File: src/rtl/sram_arb.sv
// Single-port SRAM arbiter: fixed CPU priority with a DMA anti-starvation override,
// plus a one-deep read-owner pipeline that steers returning read data to its requester.
module sram_arb #(
  parameter int ADDR_W       = 16,
  parameter int DATA_W       = 32,
  parameter int STARVE_LIMIT = 4
) (
  input  logic              i_clk,
  input  logic              i_rst_n,
  input  logic              i_cpu_req,
  input  logic              i_cpu_we,
  input  logic [ADDR_W-1:0] i_cpu_addr,
  input  logic [DATA_W-1:0] i_cpu_wdata,
  output logic              o_cpu_gnt,
  output logic              o_cpu_rvalid,
  output logic [DATA_W-1:0] o_cpu_rdata,
  input  logic              i_dma_req,
  input  logic              i_dma_we,
  input  logic [ADDR_W-1:0] i_dma_addr,
  input  logic [DATA_W-1:0] i_dma_wdata,
  output logic              o_dma_gnt,
  output logic              o_dma_rvalid,
  output logic [DATA_W-1:0] o_dma_rdata,
  output logic [ADDR_W-1:0] o_sram_ADDR,
  output logic [DATA_W-1:0] o_sram_DI,
  output logic              o_sram_EN,
  output logic              o_sram_WE,
  input  logic [DATA_W-1:0] i_sram_DO,
  output logic [3:0]        o_starve_cnt
);

  localparam logic [3:0] LIMIT = 4'(STARVE_LIMIT);

  logic [3:0]        r_starve_cnt;
  logic              r_rd_valid;
  logic              r_rd_owner;
  logic [DATA_W-1:0] r_cpu_rdata;
  logic [DATA_W-1:0] r_dma_rdata;

  logic              w_dma_force;
  logic              w_cpu_gnt;
  logic              w_dma_gnt;
  logic [3:0]        w_starve_nxt;

  // Grants are gated by reset so the SRAM side goes quiet the instant reset asserts.
  always_comb begin
    w_dma_force = i_dma_req && (r_starve_cnt == LIMIT);
    w_cpu_gnt   = i_rst_n && i_cpu_req && !w_dma_force;
    w_dma_gnt   = i_rst_n && i_dma_req && (!i_cpu_req || w_dma_force);

    o_sram_ADDR = '0;
    o_sram_DI   = '0;
    o_sram_EN   = 1'b0;
    o_sram_WE   = 1'b0;
    if (w_cpu_gnt) begin
      o_sram_ADDR = i_cpu_addr;
      o_sram_DI   = i_cpu_wdata;
      o_sram_EN   = 1'b1;
      o_sram_WE   = i_cpu_we;
    end else if (w_dma_gnt) begin
      o_sram_ADDR = i_dma_addr;
      o_sram_DI   = i_dma_wdata;
      o_sram_EN   = 1'b1;
      o_sram_WE   = i_dma_we;
    end

    w_starve_nxt = r_starve_cnt;
    if (!i_dma_req || w_dma_gnt) begin
      w_starve_nxt = 4'd0;
    end else if (r_starve_cnt < LIMIT) begin
      w_starve_nxt = r_starve_cnt + 4'd1;
    end
  end

  assign o_cpu_gnt    = w_cpu_gnt;
  assign o_dma_gnt    = w_dma_gnt;
  assign o_starve_cnt = r_starve_cnt;

  // Returned data passes straight through to the owner; the other port keeps its last value.
  assign o_cpu_rvalid = r_rd_valid && !r_rd_owner;
  assign o_dma_rvalid = r_rd_valid &&  r_rd_owner;
  assign o_cpu_rdata  = o_cpu_rvalid ? i_sram_DO : r_cpu_rdata;
  assign o_dma_rdata  = o_dma_rvalid ? i_sram_DO : r_dma_rdata;

  always_ff @(posedge i_clk or negedge i_rst_n) begin
    if (!i_rst_n) begin
      r_starve_cnt <= 4'd0;
      r_rd_valid   <= 1'b0;
      r_rd_owner   <= 1'b0;
      r_cpu_rdata  <= '0;
      r_dma_rdata  <= '0;
    end else begin
      r_starve_cnt <= w_starve_nxt;
      r_rd_valid   <= (w_cpu_gnt && !i_cpu_we) || (w_dma_gnt && !i_dma_we);
      r_rd_owner   <= w_dma_gnt;
      r_cpu_rdata  <= o_cpu_rdata;
      r_dma_rdata  <= o_dma_rdata;
    end
  end

endmodule
File: config.mk
export PLATFORM = sky130hd
export DESIGN_NAME = sram_arb
export DESIGN_NICKNAME = d
export VERILOG_FILES = /design/src/rtl/sram_arb.sv
export SDC_FILE = /design/constraint.sdc
export NUM_CORES = 1
export LEC_CHECK = 0
export BUFFER_PORTS_ARGS = -buffer_cell sky130_fd_sc_hd__buf_2
export CORE_ASPECT_RATIO = 1.4
export CORE_MARGIN = 3
export CORE_UTILIZATION = 25
export CTS_CLUSTER_DIAMETER = 150
export CTS_CLUSTER_SIZE = 28
export DETAILED_ROUTE_END_ITERATION = 6
export HOLD_SLACK_MARGIN = 0.06
export MAX_ROUTING_LAYER = met4
export PLACE_DENSITY_LB_ADDON = 0.2
export SYNTH_ARGS = -nofsm -noshare
export SYNTH_HDL_FRONTEND = slang
export SYNTH_SLANG_ARGS = --single-unit
File: constraint.sdc
create_clock -name i_clk -period 4.9 [get_ports i_clk]
set_clock_uncertainty 0.15 [all_clocks]
set_input_delay 0.49 -clock i_clk [delete_from_list [all_inputs] [get_ports i_clk]]
set_output_delay 0.49 -clock i_clk [all_outputs]
set_load 0.01 [all_outputs]
==> impl_metrics.yaml, run 1 <==
power_and_ir_drop:
  leakagePower_uw: 0.00265
  power_density_mw_per_mm2: 413
  ir_drop_mv: 0.180
  combPwrFrac: 0.284
  seq_power_share: 0.368
  clockPowerShare: 0.348
  p_int_uw: 1460
  switching_share: 0.283
  power_switching_uw: 574
grt:
  grt_pass1_vias: 3266
  grt_first_pass_wirelength_um: 17200
  antenna_found_initial: 0
  track_usage: 0.162
  grt_overflow: 0
  grt_max_degree: 52
critical_path:
  cp.arrival_ns: 3.04
  crit_path_end_kind: "output pin"
  cp_max_fo: 39
  crit_required_ns: 4.26
  start_kind: "primary input"
  worstSetupPathType: "primary input to output pin"
place:
  dp.cells: 619
  placed_cell_area_mm2: 0.00458
  place_congestion: 0.844
  dp_hpwl_um: 9270
  numPortBuffers: 255
detailed_routing:
  drt-total-wl_um: 11500
  dr.pass1.iters: 4
  wire_per_inst_um: 18.0
  viasPerCell: 4.61
  drtIter0Drc: 33
  num_vias: 2935
  post-route-drc-count: 0
  ant_nets: 0
synthesis:
  synth_warnings: 0
  ys_seq_area_frac: 0.541
  synthCells: 228
  synth_cell_types: 19
  syn_area_mm2: 0.00324
  ys_ff_latch: 70
  synth_area_per_cell_um2: 14.2
  synth_fp_nets: 364
final_layout:
  fin_nets: 617
  final_common_cell: "buf_2"
  layout.cells.non_filler: 636
  drive_above_1_share: 0.704
  n_antenna_cell: 0
  fillers: 1247
  area_delta_synth_final_pct: 52.0
  final_area_mm2: 0.00492
  mostFrequentLayoutCells: "buf_2 (254), dfrtp_1 (70), mux2_2 (64), a22o_1 (50), clkbuf_16 (9)"
floorplan:
  dieArea_mm2: 0.0144
  rows: 48
  boundaryPins: 256
  die_w_um: 102
  coreArea_mm2: 0.0125
  die_h_um: 141
  initial_utilization: 0.259
clocking:
  clock_path_buffers: 2
  cts_root_buffer: "clkbuf_16"
  cts.sink_count: 70
  cts_tree: "built"
  clock_latency_ns: 0.33
  numCtsBuffers: 9
  clkTransAtPathRegs_ns: 0.05
  ctsResizeCount: 0
  htree_levels: 3
timing:
  rsz0062_at_grt: "no"
  tightest_slew_ns: 0.943
  finalHoldViolCount: 0
  fmax_mhz: 272
  setup_viol_count_final: 0
  final.setup.tns_ns: 0
  post-route-period-util: 0.751
  relSlewSlack: 0.371
  period_minus_slack_ns: 3.68
  drv_slew: 0
worst_hold_path:
  hp-class: "primary input to flop"
outcome:
  status: "complete, no violations"
flow_run:
  max-cap-violations: 0
synth_stat cells:
master	count	area share
dfrtp_1	70	0.54
mux2_2	64	0.22
a22o_1	50	0.14
buf_6	10	0.035
inv_1	8	0.0093
buf_2	7	0.011
nand2_1	3	0.0035
nor3_1	3	0.0046
ha_1	2	0.0077
nor2_1	2	0.0023
a21oi_1	1	0.0015
a21oi_4	1	0.0050
buf_4	1	0.0023
mux2i_1	1	0.0031
nand2b_1	1	0.0019
nand3b_4	1	0.0062
o211a_1	1	0.0031
o21a_1	1	0.0023
xnor2_1	1	0.0027
metrics by stage:
stage | worst slack (ns) | utilization | hold WS [ns] | total power (µW)
3_3_place_gp | 1.78 | 0.367 | 0.325 | 1340
2_1_floorplan | 2.80 | - | 0.0444 | 1070
5_1_grt | 0.899 | 0.394 | 0.266 | 2140
6_report | 1.22 | 0.394 | 0.261 | 2030
3_5_place_dp | 1.71 | 0.367 | 0.331 | 1350
4_1_cts | 1.17 | 0.394 | 0.253 | 2070
power groups by stage:
| stage | logic, µW | clock network, µW | registers, µW |
|---|---|---|---|
| floorplan | 318 | 0 | 747 |
| global placement | 585 | 0 | 752 |
| detailed placement | 590 | 0 | 760 |
| CTS | 593 | 727 | 749 |
| global route | 632 | 750 | 761 |
| finish | 577 | 707 | 747 |
what timing repair did:
item	4_1_cts	5_1_grt
endpoints found under the hold margin	36	0
hold buffers	1	0
endpoints found under the setup margin	0	0
setup buffers	0	0
state kept, by name, indices dropped and copies added, names as in the netlist:
name          cells
r_cpu_rdata      32
r_dma_rdata      32
o_starve_cnt      4
r_rd_owner        1
r_rd_valid        1
per-layer routing:
metal  up-vias  global-route usage  wire length [µm]
met5         -                   -                 0
met4         0              0.0574               204
met3        15              0.0426               771
met2       163               0.291              6230
met1      1407               0.169              4250
li1       1350                   -                 -
layout make-up:
type	instances	area, µm²	share of cell area
inverter	8	30.0	0.00610
multi-input combinational	132	1300	0.265
sequential	70	1750	0.356
clock buffer	10	239	0.0485
timing repair buffer	260	1320	0.268
tap	150	188	0.0381
clock inverter	6	92.6	0.0188
kinds of logic (layout without fill, tap and decap cells):
logic type	Yosys count	count (layout)	synth area share
XOR/XNOR	1	1	0.00271
AO/OA/AOI/OAI	54	54	0.147
multiplexers	65	65	0.226
adder cells (fa/ha/maj)	2	2	0.00773
AND/OR/NAND/NOR	10	10	0.0185
buffers and inverters	26	284	0.0572
flip-flops	70	70	0.541
worst max-delay path: stages:
cell and delay [ns]:
dlygate4sd3_1 0.53, buf_4 0.43, nand2_1 0.17, a21oi_4 0.70, buf_4 0.38, a22o_1 0.18, buf_2 0.13
final timing paths:
path / from / endpoint / slack, ns / cells past startpoint
setup / recovery: i_rst_n / o_sram_DI[31] / 1.22 / 7
hold / removal: i_dma_req / o_starve_cnt[3]$_DFFE_PN0P_ / 0.26 / 3
setup reg to reg: o_starve_cnt[0]$_DFFE_PN0P_ / o_starve_cnt[1]$_DFFE_PN0P_ / 2.68 / 6
hold reg to reg: r_dma_rdata[18]$_DFF_PN0_ / r_dma_rdata[18]$_DFF_PN0_ / 0.34 / 1
max in group asynchronous: i_rst_n / r_cpu_rdata[5]$_DFF_PN0_ / 3.22 / 3
min in group asynchronous: i_rst_n / r_cpu_rdata[17]$_DFF_PN0_ / 0.52 / 2
Note: power is estimated with default switching activity, not from simulation.
==> run 2: changes to the inputs <==
==> constraint.sdc (replaced) <==
create_clock -name i_clk -period 3.6 [get_ports i_clk]
set_clock_uncertainty 0.15 [all_clocks]
set_input_delay 0.36 -clock i_clk [delete_from_list [all_inputs] [get_ports i_clk]]
set_output_delay 0.36 -clock i_clk [all_outputs]
set_load 0.01 [all_outputs]
==> run 2 against run 1 <==
Wire length about the same. Critical path depth did not move. Non-clock buffer count did not move. Clock power up 25%. Via count grew 0.85%. Cell count unchanged.
==> impl_metrics.yaml, run 2 (synthesized netlist as in run 1, its figures left out) <==
critical_path:
  crit_chain: "dlygate4sd3_1 > buf_4 > nand2_1 > a21oi_4 > buf_4 > a22o_1 > buf_2"
  worstSetupPathType: "primary input to output pin"
  cp_max_fo: 56
  crit_path_end_kind: "output pin"
  crit_buf_inv: 4
  cpPeakStageDelay_ns: 0.55
  crit_required_ns: 3.09
  slowest_stage: "dlygate4sd3_1"
  reg2reg_setup_slack_ns: 1.63
  crit_path_frequent_cell: "buf_4"
  cp.arrival_ns: 2.57
  start_kind: "primary input"
  cp_top_family: "buffers and inverters"
timing:
  relSlewSlack: 0.377
  post-route-period-util: 0.855
  drv_slew: 0
  setup_viol_count_final: 0
  period_minus_slack_ns: 3.08
  tightest_slew_ns: 0.934
  finalHoldViolCount: 0
  rsz0062_at_grt: "no"
  final.setup.tns_ns: 0
  fmax_mhz: 325
floorplan:
  coreArea_mm2: 0.0125
  boundaryPins: 256
  die_h_um: 141
  dieArea_mm2: 0.0144
  initial_utilization: 0.259
  die_w_um: 102
  rows: 48
final_layout:
  n_antenna_cell: 0
  final_common_cell: "buf_2"
  area_delta_synth_final_pct: 51.8
  fillers: 1252
  fin_nets: 617
  final_area_mm2: 0.00492
  mostFrequentLayoutCells: "buf_2 (254), dfrtp_1 (70), mux2_2 (64), a22o_1 (50), clkbuf_16 (9)"
  drive_above_1_share: 0.702
  seqCellArea_mm2: 0.00175
  multi_input_area_mm2: 0.00130
clocking:
  clkTransAtPathRegs_ns: 0.06
  cts_root_buffer: "clkbuf_16"
  clock_latency_ns: 0.33
  htree_levels: 3
  cts_tree: "built"
  ctsResizeCount: 0
  numCtsBuffers: 9
  cts.sink_count: 70
  post_cts.repair.setup_buffers: 0
  cts.hold.buffers_added: 1
  clock_path_buffers: 2
power_and_ir_drop:
  power_density_mw_per_mm2: 546
  power_switching_uw: 788
  power_uw: 2690
  ir_drop_mv: 0.177
  seq_power_share: 0.379
  clockPowerShare: 0.328
  combPwrFrac: 0.293
  p_int_uw: 1900
  switching_share: 0.293
  leakagePower_uw: 0.00265
detailed_routing:
  wire_per_inst_um: 18.0
  post-route-drc-count: 0
  drtIter0Drc: 49
  viasPerCell: 4.65
  drt-total-wl_um: 11500
  dr.pass1.iters: 4
  ant_nets: 0
  num_vias: 2960
grt:
  grt_pass1_vias: 3230
  grt_first_pass_wirelength_um: 17300
  grt_max_degree: 57
  grt_overflow: 0
  antenna_found_initial: 0
  track_usage: 0.163
place:
  place_congestion: 0.790
  placed_cell_area_mm2: 0.00461
  dp_hpwl_um: 9160
  numPortBuffers: 255
worst_hold_path:
  hp-class: "primary input to flop"
flow_run:
  max-cap-violations: 0
outcome:
  status: "complete, no violations"
## run 2: cell types whose count changed in the layout (fill, tap and decap cells not counted), sizes merged
cell / before / now
bufinv: 2 / 1
clkinvlp: 2 / 0
clkinv: 1 / 4
## run 2: worst reg2reg max path: cells and delay by family (launching register included)
kind | cells | cell delay [ns]
DFF | 1 | 0.42
and+or+nand+nor | 1 | 0.10
adders and majority gates | 1 | 0.19
buffers and inverters | 2 | 0.36
AOI/OAI and AO/OA | 2 | 0.64
## run 2: power by group through the flow
stage / Combinational (µW) / Sequential [µW] / Clock (µW)
CTS: 807 / 1020 / 908
floorplan: 433 / 1020 / 0
global placement: 795 / 1020 / 0
finish: 786 / 1020 / 882
detailed placement: 804 / 1030 / 0
global route: 865 / 1040 / 947
## run 2: per-layer routing
layer,track usage,vias to the layer above,wire (µm)
met5,-,-,0
met4,0.0712,0,377
met2,0.285,171,6040
met1,0.174,1407,4290
met3,0.0376,24,742
li1,-,1358,-
## run 2: path summary, 6_finish.rpt
kind                                               end  cells past startpoint                        start
min                        o_starve_cnt[3]$_DFFE_PN0P_                      3                    i_dma_req
max                                       o_sram_DI[7]                      7                      i_rst_n
max in group asynchronous    r_dma_rdata[31]$_DFF_PN0_                      3                      i_rst_n
max reg2reg                       r_rd_valid$_DFF_PN0_                      6  o_starve_cnt[0]$_DFFE_PN0P_
min reg2reg                   r_dma_rdata[1]$_DFF_PN0_                      1     r_dma_rdata[1]$_DFF_PN0_
min in group asynchronous  o_starve_cnt[0]$_DFFE_PN0P_                      2                      i_rst_n
## run 2: layout make-up
type | instances | share of cell area
Multi-Input combinational cell | 132 | 0.265
Timing Repair Buffer | 260 | 0.273
Tap cell | 150 | 0.0382
Sequential cell | 70 | 0.356
Clock buffer | 10 | 0.0466
Clock inverter | 6 | 0.0143
Inverter | 8 | 0.00611
## run 2: metrics by stage
step | instances | hold slack [ns] | setup WS (ns) | utilization
final | 636 | 0.130 | 0.524 | 0.394
after global routing | 636 | 0.128 | 0.310 | 0.394
after CTS | 636 | 0.120 | 0.464 | 0.394
after detailed placement | 619 | 0.165 | 1.07 | 0.369
after global placement | 619 | 0.157 | 1.09 | 0.369
after floorplan | 228 | -0.0856 | 1.63 | -
